<file path="src/rtl/vga_fb_arbiter.sv">
// Framebuffer SRAM arbiter: display reads take priority, and one buffered host request issues in free cycles.
// Optional macro VGA_FB_BLANK_ONLY_EN restricts host issue to blanking cycles.
module vga_fb_arbiter #(
  parameter int AW       = 18,
  parameter int DW       = 12,
  parameter int MEM_LAT  = 2,
  parameter int MAX_WAIT = 800
) (
  input  logic          clk,
  input  logic          rst,
  input  logic          clear,
  input  logic          disp_req,
  input  logic [AW-1:0] disp_addr,
  output logic          disp_rvalid,
  output logic [DW-1:0] disp_rdata,
  input  logic          host_valid,
  output logic          host_ready,
  input  logic          host_we,
  input  logic [AW-1:0] host_addr,
  input  logic [DW-1:0] host_wdata,
  output logic          host_rvalid,
  output logic [DW-1:0] host_rdata,
  input  logic          blank,
  output logic          host_starve,
  output logic          mem_en,
  output logic          mem_we,
  output logic [AW-1:0] mem_addr,
  output logic [DW-1:0] mem_wdata,
  input  logic [DW-1:0] mem_rdata,
  output logic          dbg_state
);

  // Handshake: a host request transfers on a rising edge where host_valid && host_ready.
  // host_ready depends only on registered state, never on host_valid.
  typedef enum logic {S_EMPTY = 1'b0, S_PEND = 1'b1} state_t;

  localparam int CW = $clog2(MAX_WAIT + 1);

  state_t          state_q, state_d;
  logic            buf_we;
  logic [AW-1:0]   buf_addr;
  logic [DW-1:0]   buf_wdata;
  logic            accept;
  logic            issue_host;
  logic            host_slot;
  logic [CW-1:0]   wait_cnt;
  logic [1:0]      tag_q;
  logic [1:0]      tag_pipe [MEM_LAT];

`ifdef VGA_FB_BLANK_ONLY_EN
  assign host_slot = blank & ~disp_req;
`else
  logic unused_blank;
  assign unused_blank = blank;
  assign host_slot    = ~disp_req;
`endif

  always_comb begin
    state_d    = state_q;
    host_ready = 1'b0;
    accept     = 1'b0;
    issue_host = 1'b0;
    case (state_q)
      S_EMPTY: begin
        host_ready = 1'b1;
        accept     = host_valid;
        if (host_valid) state_d = S_PEND;
      end
      S_PEND: begin
        issue_host = host_slot;
        if (host_slot) state_d = S_EMPTY;
      end
      default: state_d = S_EMPTY;
    endcase
  end

  always_ff @(posedge clk) begin
    if (rst) state_q <= S_EMPTY;
    else     state_q <= state_d;
  end

  always_ff @(posedge clk) begin
    if (rst) begin
      buf_we    <= 1'b0;
      buf_addr  <= '0;
      buf_wdata <= '0;
    end else if (accept) begin
      buf_we    <= host_we;
      buf_addr  <= host_addr;
      buf_wdata <= host_wdata;
    end
  end

  // SRAM command register; the tag records who owns any read data coming back.
  always_ff @(posedge clk) begin
    if (rst) begin
      mem_en    <= 1'b0;
      mem_we    <= 1'b0;
      mem_addr  <= '0;
      mem_wdata <= '0;
      tag_q     <= 2'b00;
    end else begin
      mem_en    <= disp_req | issue_host;
      mem_we    <= issue_host & buf_we;
      mem_addr  <= disp_req ? disp_addr : (issue_host ? buf_addr : '0);
      mem_wdata <= issue_host ? buf_wdata : '0;
      tag_q     <= {disp_req, issue_host & ~buf_we};
    end
  end

  always_ff @(posedge clk) begin
    if (rst) begin
      for (int i = 0; i < MEM_LAT; i++) tag_pipe[i] <= 2'b00;
    end else begin
      tag_pipe[0] <= tag_q;
      for (int i = 1; i < MEM_LAT; i++) tag_pipe[i] <= tag_pipe[i-1];
    end
  end

  assign disp_rvalid = tag_pipe[MEM_LAT-1][1];
  assign host_rvalid = tag_pipe[MEM_LAT-1][0];
  assign disp_rdata  = disp_rvalid ? mem_rdata : '0;
  assign host_rdata  = host_rvalid ? mem_rdata : '0;

  // Starvation is flagged on the edge where the pending count reaches MAX_WAIT.
  always_ff @(posedge clk) begin
    if (rst || clear || issue_host) begin
      wait_cnt <= '0;
    end else if (state_q == S_PEND && wait_cnt != CW'(MAX_WAIT)) begin
      wait_cnt <= wait_cnt + 1'b1;
    end
  end

  always_ff @(posedge clk) begin
    if (rst || clear) begin
      host_starve <= 1'b0;
    end else if (state_q == S_PEND && !issue_host && wait_cnt >= CW'(MAX_WAIT - 1)) begin
      host_starve <= 1'b1;
    end
  end

  assign dbg_state = (state_q == S_PEND);

endmodule
</file>
<file path="config.mk">
export PLATFORM = sky130hd
export DESIGN_NAME = vga_fb_arbiter
export DESIGN_NICKNAME = d
export VERILOG_FILES = /design/src/rtl/vga_fb_arbiter.sv
export SDC_FILE = /design/constraint.sdc
export NUM_CORES = 1
export LEC_CHECK = 0
export CELL_PAD_IN_SITES_DETAIL_PLACEMENT = 0
export CELL_PAD_IN_SITES_GLOBAL_PLACEMENT = 1
export CORE_MARGIN = 2
export CORE_UTILIZATION = 32
export CTS_CLUSTER_SIZE = 28
export DETAILED_ROUTE_END_ITERATION = 8
export PLACE_DENSITY = 0.8
export REMOVE_ABC_BUFFERS = 1
export SYNTH_ARGS = -nofsm -noshare
export SYNTH_HDL_FRONTEND = slang
export SYNTH_SLANG_ARGS = --single-unit
</file>
<file path="constraint.sdc">
create_clock -name clk -period 2.8 [get_ports clk]
set_clock_uncertainty 0.2 [all_clocks]
set_input_delay 0.56 -clock clk [delete_from_list [all_inputs] [get_ports clk]]
set_output_delay 0.56 -clock clk [all_outputs]
set_load 0.03 [all_outputs]
</file>
# Yosys cells after proc, flatten, opt, wreduce, memory -nomap -nowiden
# Memories as Yosys holds them, arrays and structs flattened.
# Index checks and enable logic that the tools add are counted.
# W data, S select, Z words.
[classes]
mux = 15
add_sub_neg = 1
div = 0
n_reduce_logical = 7
shifts = 0
bitwise = 9
n_mul = 0
n_eq_ne = 1
n_lt_le_gt_ge = 1
[op_table]
columns = ["cell", "n"]
rows = [
  ["$mux W18", 2],
  ["$mux W12", 2],
  ["$add A10 B1 Y10 const B", 1],
  ["$ge A10 B10 Y1 const B", 1],
  ["$ne A10 B10 Y1 const B", 1],
  ["$mux W1", 8],
  ["$mux W2", 2],
  ["$not A1 Y1", 4],
  ["$logic_and A1 B1 Y1", 3],
  ["$or A1 B1 Y1", 3],
  ["$and A1 B1 Y1", 2],
  ["$logic_or A1 B1 Y1", 2],
  ["$pmux W1 S2", 1],
  ["$reduce_or A2 Y1", 1],
  ["$logic_not A1 Y1", 1],
]
[word_totals]
inputBits = 67
out_inout_bits = 61
register_bits = 77
latchBits = 0
n_memories = 1
word_cells = 46
romBits = 0
mem_bits_rw = 4
[mem_list]
columns = ["name", "depth", "word_bits", "read_ports", "rd_clocked_by_memory_dff", "wr", "line", "rtl"]
rows = [
  ["tag_pipe", 2, 2, 2, 0, 2, "48", "logic [1:0] tag_pipe [MEM_LAT];"],
]

# Logic depth before layout (Yosys ltp)
[depth]
ltp_word = 5
mapped_depth = 5
depth_no_buf = 5

# Worst setup path before layout
# No wires, ideal clock.
[synth_timing]
path_type = "flip-flop to output port"
startpoint = "memory tag_pipe[1][1] (netlist: tag_pipe[0][3])"
endpoint = "output port disp_rdata[11]"
path_slack_ns = 0.983
t_required_ns = 2.040
n_path_buf = 1
stages_incl_launch_ff = 3
arrival_ns = 1.057
cell_sequence = "dfxtp_1 clkbuf_1 and2_1"
[synth_rtl]
columns = ["element", "line", "rtl"]
rows = [
  ["start: declaration", "48", ""],
  ["end: declaration", "15", "output logic [DW-1:0] disp_rdata,"],
]

# Worst setup path after layout
[layout_timing]
startpoint = "input port mem_rdata[4]"
endpoint = "output port disp_rdata[4]"
[layout_between]
elab_chain_cells = 1
[layout_lines]
columns = ["element", "line", "rtl"]
rows = [
  ["start: declaration", "29", "input logic [DW-1:0] mem_rdata,"],
  ["$mux W12", "122", "assign disp_rdata = disp_rvalid ? mem_rdata : '0;"],
]
# No other way between the ends.

==> run summary <==
status - complete, no violations
Initial Util - 0.330
Worst Hold Launch - tag_q[0]$_SDFF_PP0_
Die Ht - 99.1 um
DP Area - 4250 sq um
mapped cell area - 2900 sq um
Clk Tree Root Cell - clkbuf_8
drt initial violations - 66
most frequent cells in the layout - clkdlybuf4s50_1 (125), dfxtp_1 (81), nand2_1 (67)
H-tree level count - 3
Startpoint Class - input port
Reg-to-Reg Start - dbg_state$_SDFF_PP0_
vias in the first global route - 2481
first-pass GRT wire length - 12100 um
critical path arrival - 1.86 ns
via count - 2639
clock-pin slew on the worst setup and hold paths - 0.09 ns
Worst-Skew Late Latency - 0.35 ns
Met1 Wirelength - 3340 um
area fraction of the dominant cell type after synthesis - 0.560
DR top layer - met4
total CTS buffers - 9
Setup CP Type - input port to primary output
DR vias/cell - 4.78
setup_tns - 0 ns
hold_buf cts - 0
wire length per cell - 13.7 um
Net count, final - 508
ys flop type - dfxtp_1
total gr overflow - 0
largest net degree at the start of global routing - 33
initial antenna violation count - 0
Fin. Hold Viols - 0
post-route cell area - 4430 sq um
commonest non-fill, non-tap cell in the layout - clkdlybuf4s50_1
Worst R2R End - mem_addr[4]$_SDFF_PP0_
Hold Path Cell Cnt - 1
full die area - 9820 sq um
power per cell area - 514 nW/um^2
Async SR Flop Fraction - 0
Worst-Margin Slew - 0.510 ns
Rel. slew slack - 0.659
TritonCTS clock tree - yes
Synth Register Bits - 81
Final setup viols - 0
drc violations - 0
I/O Buffers - 126
overall die width - 99.1 um
f_max - 381 MHz
First-pass DRT Iterations - 4
crit end category - primary output
Antenna Nets Post-Route - 0
fin crit period - 2.62 ns
fin. max-slew vios - 0
fraction of layout cells with a size suffix above 1 - 0.0608
data required time at the worst endpoint - 2.04 ns
HPWL Detailed - 5290 um
n_diodes - 0
Clock Path Buffers - 2
Yosys warning count - 0
Post-synth EDFFs - 0
num rows - 34
gpl congestion - 0.871
met2 routed WL - 3520 um
TritonCTS Sinks - 81
Hold Path Class - flop to flop
total track usage - 0.155
post-CTS sizing - 0
P&R area growth vs syn - 53.1%
core area - 8760 sq um
FILL cells - 846
Power Total - 2.28 mW
Avg Cell Area, Syn - 9.19 sq um
part of the Yosys area used for sequential elements - 0.560
Setup Buffers After CTS - 0
Register-to-Register Path Depth - 4
# IOs - 128
VDD IR max - 0.000273 V
R2R Setup Slk - 0.84 ns
fin crit share - 0.937
Netlist cell types - 29
CP Max Fanout - 2
Pleak - 1.64 nW
met3 wire length - 631 um
hold endpoint - tag_pipe[0][0]$_SDFF_PP0_
Max-cap violations - 0
Synth area leaders - dfxtp_1 (56%), nand2_1 (8.7%), and2_1 (8.2%), a21oi_1 (6.7%), a22o_1 (5.4%)
Post-Route WL - 7590 um
dominant cell type by area after synthesis - dfxtp_1
RSZ-0062 raised after global routing - false
crit path launch - mem_rdata[4]
Mapped Cells - 315
==> metrics by stage <==
step	cells	utilization	worst slack (ns)	hold slack, ns
finish	552	0.506	0.177	0.230
global route	552	0.506	0.135	0.248
CTS	552	0.506	0.166	0.229
detailed placement	536	0.485	0.171	0.225
global placement	536	0.485	0.183	0.221
floorplan	296	-	0.504	0.212
==> cells by family after synthesis <==
kind of cell             count (synthesis)  synth area share
flip-flops                              81             0.560
adder cells (fa/ha/maj)                  2           0.00864
buffers and inverters                   22            0.0324
AND/OR/NAND/NOR                        141             0.245
XOR/XNOR                                 2           0.00605
multiplexers                             2           0.00691
AO/OA/AOI/OAI                           65             0.141
==> state kept, by name, indices dropped and copies added (netlist names), 2 cells and up <==
signal,flops
buf_addr,18
buf_wdata,12
mem_addr,18
mem_wdata,12
tag_pipe,4
tag_q,2
wait_cnt,10
==> layer usage <==
metal  track usage  vias up
met2         0.251      106
met4        0.0527        0
met5             0        -
met3        0.0499       10
met1         0.196     1219
li1              -     1304
==> synth_stat cells (2+ instances only) <==
library cell,count
dfxtp_1,81
nand2_1,67
a21oi_1,39
and2_1,38
a22o_1,18
buf_2,9
clkbuf_1,9
nand3_1,6
nand4_1,6
nor2_1,6
nor2b_1,6
inv_1,3
o31ai_1,3
or4_1,3
ha_1,2
mux2i_1,2
nand2b_1,2
nor3_1,2
o21ai_0,2
xor2_1,2
==> worst max path at each step <==
stage | end | cells after the start | slack (ns)
6_report | disp_rdata[4] | 3 | 0.18
5_1_grt | host_rdata[1] | 3 | 0.14
4_1_cts | host_rdata[1] | 3 | 0.17
3_5_place_dp | host_rdata[1] | 3 | 0.17
3_3_place_gp | disp_rdata[1] | 3 | 0.18
2_1_floorplan | mem_addr[0]$_SDFF_PP0_ | 3 | 0.50
==> report_power, final <==
group	internal, mW	leakage, nW	switching, mW
Sequential	1.20	0.662	0.0215
Clock	0.346	0.0847	0.432
Combinational	0.150	0.898	0.135
==> worst max-delay path, stage by stage <==
cell	delay (ns)
clkdlybuf4s50_1	0.50
and2_1	0.14
clkdlybuf4s50_1	0.66
==> layout make-up <==
cell class	instances	area, sq um	area share
flip-flops and latches	81	1620	0.366
repair buffers	132	1300	0.294
multi-input cells	212	1180	0.267
clock buffers	10	138	0.0310
well taps	108	135	0.0305
clock inverters	6	41.3	0.00931
inverters	3	11.3	0.00254
Note: power is estimated with default switching activity, not from simulation.
